--- src/rtl/core_pkg.sv ---
// Shared core types: scheduler-to-register-read packet plus issue-queue dispatch and entry records.
package core_pkg;

  localparam int NUM_PREGS = 64;
  localparam int PREG_W    = $clog2(NUM_PREGS);

  typedef logic [PREG_W-1:0] preg_t;

  typedef struct packed {
    logic [31:0] pc;
    preg_t       src1_preg;
    preg_t       src2_preg;
    preg_t       dst_preg;
    logic [31:0] imm_val;
    logic        instr_valid;
  } sched_pkt_t;

  typedef struct packed {
    logic [31:0] pc;
    logic [31:0] imm_val;
    preg_t       src1_preg;
    preg_t       src2_preg;
    preg_t       dst_preg;
    logic        src1_rdy;
    logic        src2_rdy;
  } iq_disp_pkt_t;

  typedef struct packed {
    logic        v;
    logic        r1;
    logic        r2;
    logic [31:0] pc;
    logic [31:0] imm_val;
    preg_t       src1_preg;
    preg_t       src2_preg;
    preg_t       dst_preg;
  } iq_entry_t;

  function automatic logic preg_hit(input logic bc_valid, input preg_t bc_preg, input preg_t src);
    return bc_valid && (bc_preg == src);
  endfunction

  function automatic iq_entry_t wake_entry(input iq_entry_t e, input logic bc_valid, input preg_t bc_preg);
    iq_entry_t w;
    w    = e;
    w.r1 = e.r1 | preg_hit(bc_valid, bc_preg, e.src1_preg);
    w.r2 = e.r2 | preg_hit(bc_valid, bc_preg, e.src2_preg);
    return w;
  endfunction

  function automatic sched_pkt_t entry_to_pkt(input iq_entry_t e);
    sched_pkt_t p;
    p.pc          = e.pc;
    p.src1_preg   = e.src1_preg;
    p.src2_preg   = e.src2_preg;
    p.dst_preg    = e.dst_preg;
    p.imm_val     = e.imm_val;
    p.instr_valid = 1'b1;
    return p;
  endfunction

endpackage

--- src/rtl/scheduler_reg_read_if.sv ---
// Scheduler-to-register-read handoff: one registered fire strobe plus its packet.
interface scheduler_reg_read_if;

  logic                fire_valid;
  core_pkg::sched_pkt_t sched_pkt;

  modport sched (output fire_valid, output sched_pkt);
  modport rr    (input  fire_valid, input  sched_pkt);

endinterface

--- src/rtl/iq_select.sv ---
// Combinational lowest-index priority picker over a request vector.
module iq_select #(
  parameter int N = 8
) (
  input  logic [N-1:0]         req,
  output logic                 pick_valid,
  output logic [$clog2(N)-1:0] pick_idx
);

  localparam int IDX_W = $clog2(N);

  // Scan from the top down so the lowest requesting index wins last.
  always_comb begin
    pick_valid = 1'b0;
    pick_idx   = '0;
    for (int i = N - 1; i >= 0; i--) begin
      pick_idx   = req[i] ? IDX_W'(i) : pick_idx;
      pick_valid = pick_valid | req[i];
    end
  end

endmodule

--- src/rtl/issue_queue.sv ---
// Collapsing out-of-order issue queue; oldest ready entry fires to register read each cycle.
// Optional IQ_BACK_TO_BACK_WAKEUP_EN: the picked entry's dst_preg also wakes dependents at the same edge.
module issue_queue import core_pkg::*; #(
  parameter int DEPTH = 8
) (
  input  logic                     clk,
  input  logic                     rst,
  input  logic                     flush,
  input  logic                     disp_valid,
  output logic                     disp_ready,
  input  iq_disp_pkt_t             disp_pkt,
  input  logic                     wb_valid,
  input  logic [PREG_W-1:0]        wb_preg,
  scheduler_reg_read_if.sched      sched_if,
  output logic [$clog2(DEPTH):0]   occupancy
);

  localparam int IDX_W = $clog2(DEPTH);
  localparam int OCC_W = IDX_W + 1;

  iq_entry_t         entries_r     [DEPTH];
  iq_entry_t         entries_ext_s [DEPTH+1];
  iq_entry_t         entries_nxt_s [DEPTH];
  iq_entry_t         new_entry_s;
  iq_entry_t         picked_s;
  logic [OCC_W-1:0]  occupancy_r;
  logic [OCC_W-1:0]  occ_nxt_s;
  logic [OCC_W-1:0]  wr_idx_s;
  logic [DEPTH-1:0]  req_s;
  logic              pick_valid_s;
  logic [IDX_W-1:0]  pick_idx_s;
  logic              accept_s;
  logic              b2b_valid_s;
  preg_t             b2b_preg_s;
  logic              fire_valid_r;
  sched_pkt_t        sched_pkt_r;

  // Ready-to-issue request vector.
  always_comb begin
    for (int i = 0; i < DEPTH; i++) begin
      req_s[i] = entries_r[i].v & entries_r[i].r1 & entries_r[i].r2;
    end
  end

  iq_select #(.N(DEPTH)) u_select (
    .req        (req_s),
    .pick_valid (pick_valid_s),
    .pick_idx   (pick_idx_s)
  );

  assign picked_s   = entries_r[pick_idx_s];
  assign disp_ready = (occupancy_r < OCC_W'(DEPTH)) && !flush;
  assign accept_s   = disp_valid && disp_ready;
  // The slot above the last survivor after the collapse.
  assign wr_idx_s   = occupancy_r - {{(OCC_W-1){1'b0}}, pick_valid_s};
  assign occ_nxt_s  = occupancy_r + {{(OCC_W-1){1'b0}}, accept_s}
                                  - {{(OCC_W-1){1'b0}}, pick_valid_s};

`ifdef IQ_BACK_TO_BACK_WAKEUP_EN
  assign b2b_valid_s = pick_valid_s && (picked_s.dst_preg != {PREG_W{1'b0}});
  assign b2b_preg_s  = picked_s.dst_preg;
`else
  assign b2b_valid_s = 1'b0;
  assign b2b_preg_s  = {PREG_W{1'b0}};
`endif

  // Incoming entry with readiness from flags, preg 0, and same-cycle broadcasts.
  always_comb begin
    new_entry_s.v         = 1'b1;
    new_entry_s.pc        = disp_pkt.pc;
    new_entry_s.imm_val   = disp_pkt.imm_val;
    new_entry_s.src1_preg = disp_pkt.src1_preg;
    new_entry_s.src2_preg = disp_pkt.src2_preg;
    new_entry_s.dst_preg  = disp_pkt.dst_preg;
    new_entry_s.r1        = disp_pkt.src1_rdy | (disp_pkt.src1_preg == {PREG_W{1'b0}})
                          | preg_hit(wb_valid, wb_preg, disp_pkt.src1_preg)
                          | preg_hit(b2b_valid_s, b2b_preg_s, disp_pkt.src1_preg);
    new_entry_s.r2        = disp_pkt.src2_rdy | (disp_pkt.src2_preg == {PREG_W{1'b0}})
                          | preg_hit(wb_valid, wb_preg, disp_pkt.src2_preg)
                          | preg_hit(b2b_valid_s, b2b_preg_s, disp_pkt.src2_preg);
  end

  // Collapse over the picked slot, apply wakeups, then append the dispatch.
  always_comb begin
    for (int i = 0; i < DEPTH; i++) begin
      entries_ext_s[i] = entries_r[i];
    end
    entries_ext_s[DEPTH] = '0;
    for (int i = 0; i < DEPTH; i++) begin
      entries_nxt_s[i] = (pick_valid_s && (i >= int'(pick_idx_s))) ? entries_ext_s[i+1]
                                                                   : entries_ext_s[i];
      entries_nxt_s[i] = wake_entry(entries_nxt_s[i], wb_valid, wb_preg);
      entries_nxt_s[i] = wake_entry(entries_nxt_s[i], b2b_valid_s, b2b_preg_s);
      entries_nxt_s[i] = (accept_s && (wr_idx_s == OCC_W'(i))) ? new_entry_s : entries_nxt_s[i];
    end
  end

  // Queue state, occupancy and registered fire output.
  always_ff @(posedge clk or negedge rst) begin
    if (!rst) begin
      for (int i = 0; i < DEPTH; i++) begin
        entries_r[i] <= '0;
      end
      occupancy_r  <= '0;
      fire_valid_r <= 1'b0;
      sched_pkt_r  <= '0;
    end else if (flush) begin
      for (int i = 0; i < DEPTH; i++) begin
        entries_r[i] <= '0;
      end
      occupancy_r  <= '0;
      fire_valid_r <= 1'b0;
      sched_pkt_r  <= '0;
    end else begin
      for (int i = 0; i < DEPTH; i++) begin
        entries_r[i] <= entries_nxt_s[i];
      end
      occupancy_r  <= occ_nxt_s;
      fire_valid_r <= pick_valid_s;
      sched_pkt_r  <= pick_valid_s ? entry_to_pkt(picked_s) : '0;
    end
  end

  assign sched_if.fire_valid = fire_valid_r;
  assign sched_if.sched_pkt  = sched_pkt_r;
  assign occupancy           = occupancy_r;

endmodule

--- src/flat_wrapper.sv ---
// flat-port wrapper written by rule: the top's interface ports become plain ports
module issue_queue_flat import core_pkg::*;
#(
  parameter int DEPTH = 8
)
  (clk, rst, flush, disp_valid, disp_ready, disp_pkt, wb_valid, wb_preg, occupancy, sched_if_fire_valid, sched_if_sched_pkt);
  scheduler_reg_read_if sched_if_i ();
  input  logic clk;
  input  logic rst;
  input  logic flush;
  input  logic disp_valid;
  output logic disp_ready;
  input  iq_disp_pkt_t disp_pkt;
  input  logic wb_valid;
  input  logic [PREG_W-1:0] wb_preg;
  output logic [$clog2(DEPTH):0] occupancy;
  output wire logic [$bits(sched_if_i.fire_valid)-1:0] sched_if_fire_valid;
  output wire logic [$bits(sched_if_i.sched_pkt)-1:0] sched_if_sched_pkt;
  assign sched_if_fire_valid = sched_if_i.fire_valid;
  assign sched_if_sched_pkt = sched_if_i.sched_pkt;
  issue_queue #(.DEPTH(DEPTH)) u_core (.clk(clk), .rst(rst), .flush(flush), .disp_valid(disp_valid), .disp_ready(disp_ready), .disp_pkt(disp_pkt), .wb_valid(wb_valid), .wb_preg(wb_preg), .sched_if(sched_if_i), .occupancy(occupancy));
endmodule
--- config.mk ---
export PLATFORM = sky130hd
export DESIGN_NAME = issue_queue_flat
export DESIGN_NICKNAME = d
export VERILOG_FILES = /design/src/rtl/core_pkg.sv /design/src/rtl/scheduler_reg_read_if.sv /design/src/rtl/iq_select.sv /design/src/rtl/issue_queue.sv /design/src/flat_wrapper.sv
export SDC_FILE = /design/constraint.sdc
export NUM_CORES = 2
export LEC_CHECK = 0
export BUFFER_PORTS_ARGS = -buffer_cell sky130_fd_sc_hd__buf_2
export CORE_UTILIZATION = 65
export CTS_CLUSTER_DIAMETER = 40
export CTS_CLUSTER_SIZE = 14
export DETAILED_ROUTE_END_ITERATION = 16
export PLACE_DENSITY = 0.89
export SYNTH_ARGS = -nofsm -noshare
export SYNTH_HDL_FRONTEND = slang
export SYNTH_HIERARCHICAL = 1
export SYNTH_SLANG_ARGS = --single-unit
--- constraint.sdc ---
create_clock -name clk -period 5.8 [get_ports clk]
set_input_delay 1.74 -clock clk [delete_from_list [all_inputs] [get_ports clk]]
set_output_delay 1.74 -clock clk [all_outputs]
set_load 0.03 [all_outputs]
==> impl_metrics.toml <==
[detailed_routing]
final_antenna_net_count = 0
via_count = 36707
drc = 0
routed_wl_um = 133800
wl_per_cell_um = 26.86
drtIter0Drc = 6074
via_per_inst = 7.368
dr.pass1.iters = 7

[synthesis]
synthFlopType = "dfrtp_1"
yosysTopAreaCell = "dfrtp_1"
ys_seq_area_share_pct = 45.89
synthDistinctLibCells = 54
yosysMostFrequentCell = "dfrtp_1"
yosys_warnings = 6
ys_ff_latch = 767
synth_nets = 4249
yosysTopAreaCellShare_pct = 45.89
syn_area_mm2 = 0.04183
syn_inst = 4146
syn_area_per_cell_um2 = 10.09
synth_edf_count = 0
synth.area.top_cells = "dfrtp_1 46%, mux2i_1 11%, mux4_2 8.8%"
yosys-top-cells-count = "767 x dfrtp_1, 689 x nor2_1, 468 x nand2_1"
synth-async-reset-ratio_pct = 100.0

[final_layout]
fillCellCount = 3832
area_delta_synth_final_pct = 11.92
drive_above_1_share_pct = 16.02
nets = 4131
postLayoutCoreUtil_pct = 73.93

[power]
ir_drop_v = 0.0002552
p_leak_nw = 20.27
finalPower_w = 0.01440
powerDensity_mw_per_mm2 = 307.5

[timing]
fin_setup_tns_ns = 0
drv_slew = 0
slew_headroom_pct = 12.75
fmax_mhz = 208.4
post-route-period-util_pct = 82.73
worst_pin_slew_ns = 1.309
holdWs_ns = 0.5221
rsz0062_at_grt = "false"
finalHoldViolations = 0
fin_skew_ns = 0.02854
min_period_ns = 4.798
setup_viol = 0

[setup_path]
crit_path_end_kind = "register"
crit_buf_inv = 0
crit_path_max_fanout = 50
critPathLaunch = "u_core/entries_ext_s[507]"
crit_path_end = "u_core/entries_ext_s[252]"
r2r_start = "u_core/entries_ext_s[507]"
crit_arrival_ns = 5.35
critical_path_class = "reg2reg"
slowest_stage = "and3b_4"
start_kind = "register"
crit_cells = 9
reg2reg_to = "u_core/entries_ext_s[252]"
r2r_setup_slack_ns = 1.00
required_ns = 6.35
path_cells = "and3_1 -> nor2_1 -> and3b_4 -> and3_1 -> nand2b_4 -> mux2i_2 -> xnor2_1 -> or4_1 -> a311oi_1"
cp_common_cell = "and3_1"
r2r_cells = 9
cp_top_family = "simple AND/OR/NAND/NOR gates"
slowest_delay_ns = 0.93

[floorplan]
die_w_um = 255.7
ios = 184
design.core.area_mm2 = 0.06331
dieArea_mm2 = 0.06536
die_h_um = 255.7
placementRows = 92
start_util_pct = 66.06

[clocking]
post_cts_buffers = 0
cts_sinks = 767
cts.repair.resized = 0
worstSkewPairLatency_ns = 0.70
cts_tree = "built"
cts.root.buffer_cell = "clkbuf_16"
holdBufCountCts = 0
cts.path.max_buffers = 3
ctsHtreeMaxLevel = 3
clk_pin_slew_ns = 0.07
numCtsBuffers = 110

[global_route]
overflow = 0
grt_antenna_before_repair = 18
grt_pass1_vias = 37451
grt_use_total_pct = 40.62
grt_max_degree = 233
grt_pass1_wl_um = 209500

[placement]
io_buffers = 183
place_hpwl_um = 70640
finalWeightedCongestion = 1.010

[run]
cap_violations = 0

[hold_path]
hold_path_class = "reg2reg"

[outcome]
status = "finished, final reports clean"
-- registers in the layout, indices dropped and copies added (netlist names) --
signal,count
u_core/entries_ext_s,680
u_core/sched_if.fire_valid,1
u_core/occupancy,4
u_core/sched_if.sched_pkt,82
-- per-stage QoR --
step | area, µm² | cells | setup WS [ns]
2_1_floorplan | 41830 | 4146 | 1.691
3_3_place_gp | 42740 | 4762 | 1.237
3_5_place_dp | 42740 | 4762 | 1.122
4_1_cts | 46780 | 4971 | 1.349
5_1_grt | 46800 | 4978 | 1.101
6_report | 46810 | 4982 | 1.002
-- cell families after synthesis --
family          after synthesis  share of synthesized area (%)
fa+ha+maj                     8                         0.2573
flops                       767                          45.89
compound gates              732                          13.21
simple gates               1429                          14.06
buf+inv                     503                          5.002
xor+xnor                     93                          1.947
mux                         614                          19.63
-- power by group --
group | total, W | internal, W | switching, W
Clock | 0.00731 | 0.00446 | 0.00285
Sequential | 0.00572 | 0.00556 | 0.000155
Combinational | 0.00137 | 0.000481 | 0.000891
Total | 0.0144 | 0.0105 | 0.00389
-- how the worst min path moves through the flow --
stage / startpoint / to / slack [ns] / cells past startpoint
after floorplan: u_core/entries_ext_s[169] / u_core/entries_ext_s[169] / 0.46 / 2
after global placement: u_core/entries_ext_s[169] / u_core/entries_ext_s[169] / 0.48 / 2
after detailed placement: u_core/entries_ext_s[131] / u_core/entries_ext_s[131] / 0.51 / 2
after CTS: u_core/entries_ext_s[131] / u_core/entries_ext_s[131] / 0.52 / 2
after global routing: u_core/entries_ext_s[107] / u_core/entries_ext_s[107] / 0.55 / 2
final: u_core/entries_ext_s[131] / u_core/entries_ext_s[131] / 0.52 / 2
-- placed cells by master (no fill, tap or decap), drive strengths merged, types with 8 or more instances in the layout --
cell	n
diode	11
mux4	164
a211oi	350
clkinv	31
nor3	10
and3	21
nand2b	18
inv	46
xor2	18
or4	10
a21oi	29
nor2	689
nand2	468
dfrtp	767
mux2i	450
nand3	166
o21ai	84
bufinv	17
o211ai	18
nor4	8
clkinvlp	10
clkbuf	119
buf	259
nand4	23
a311oi	232
xnor2	75
-- per-layer routing --
| layer | vias up | wire length (µm) | GRT usage (%) |
|---|---|---|---|
| met5 | - | 98 | 0 |
| met4 | 16 | 8726 | 25.60 |
| met3 | 849 | 18670 | 12.19 |
| met2 | 3197 | 60200 | 60.80 |
| met1 | 17862 | 46120 | 51.99 |
| li1 | 14783 | - | - |
-- final cells by class --
type                       instances  area [µm²]  share of cell area, %
antenna                           11       27.53                0.05881
clock buffer                     119        2880                  6.153
clock inverter                    90        1157                  2.473
inverter                          14       52.55                 0.1123
multi-input combinational       2876       20720                  44.27
sequential                       767       19190                  41.00
tap                              846        1059                  2.261
timing repair buffer             259        1719                  3.673
-- tightest hold or removal path, delay by kind of cell (launching register included) --
kind	cells	cell delay [ns]
simple gates	2	0.13
flops	1	0.36
Note: power is estimated with default switching activity, not from simulation.
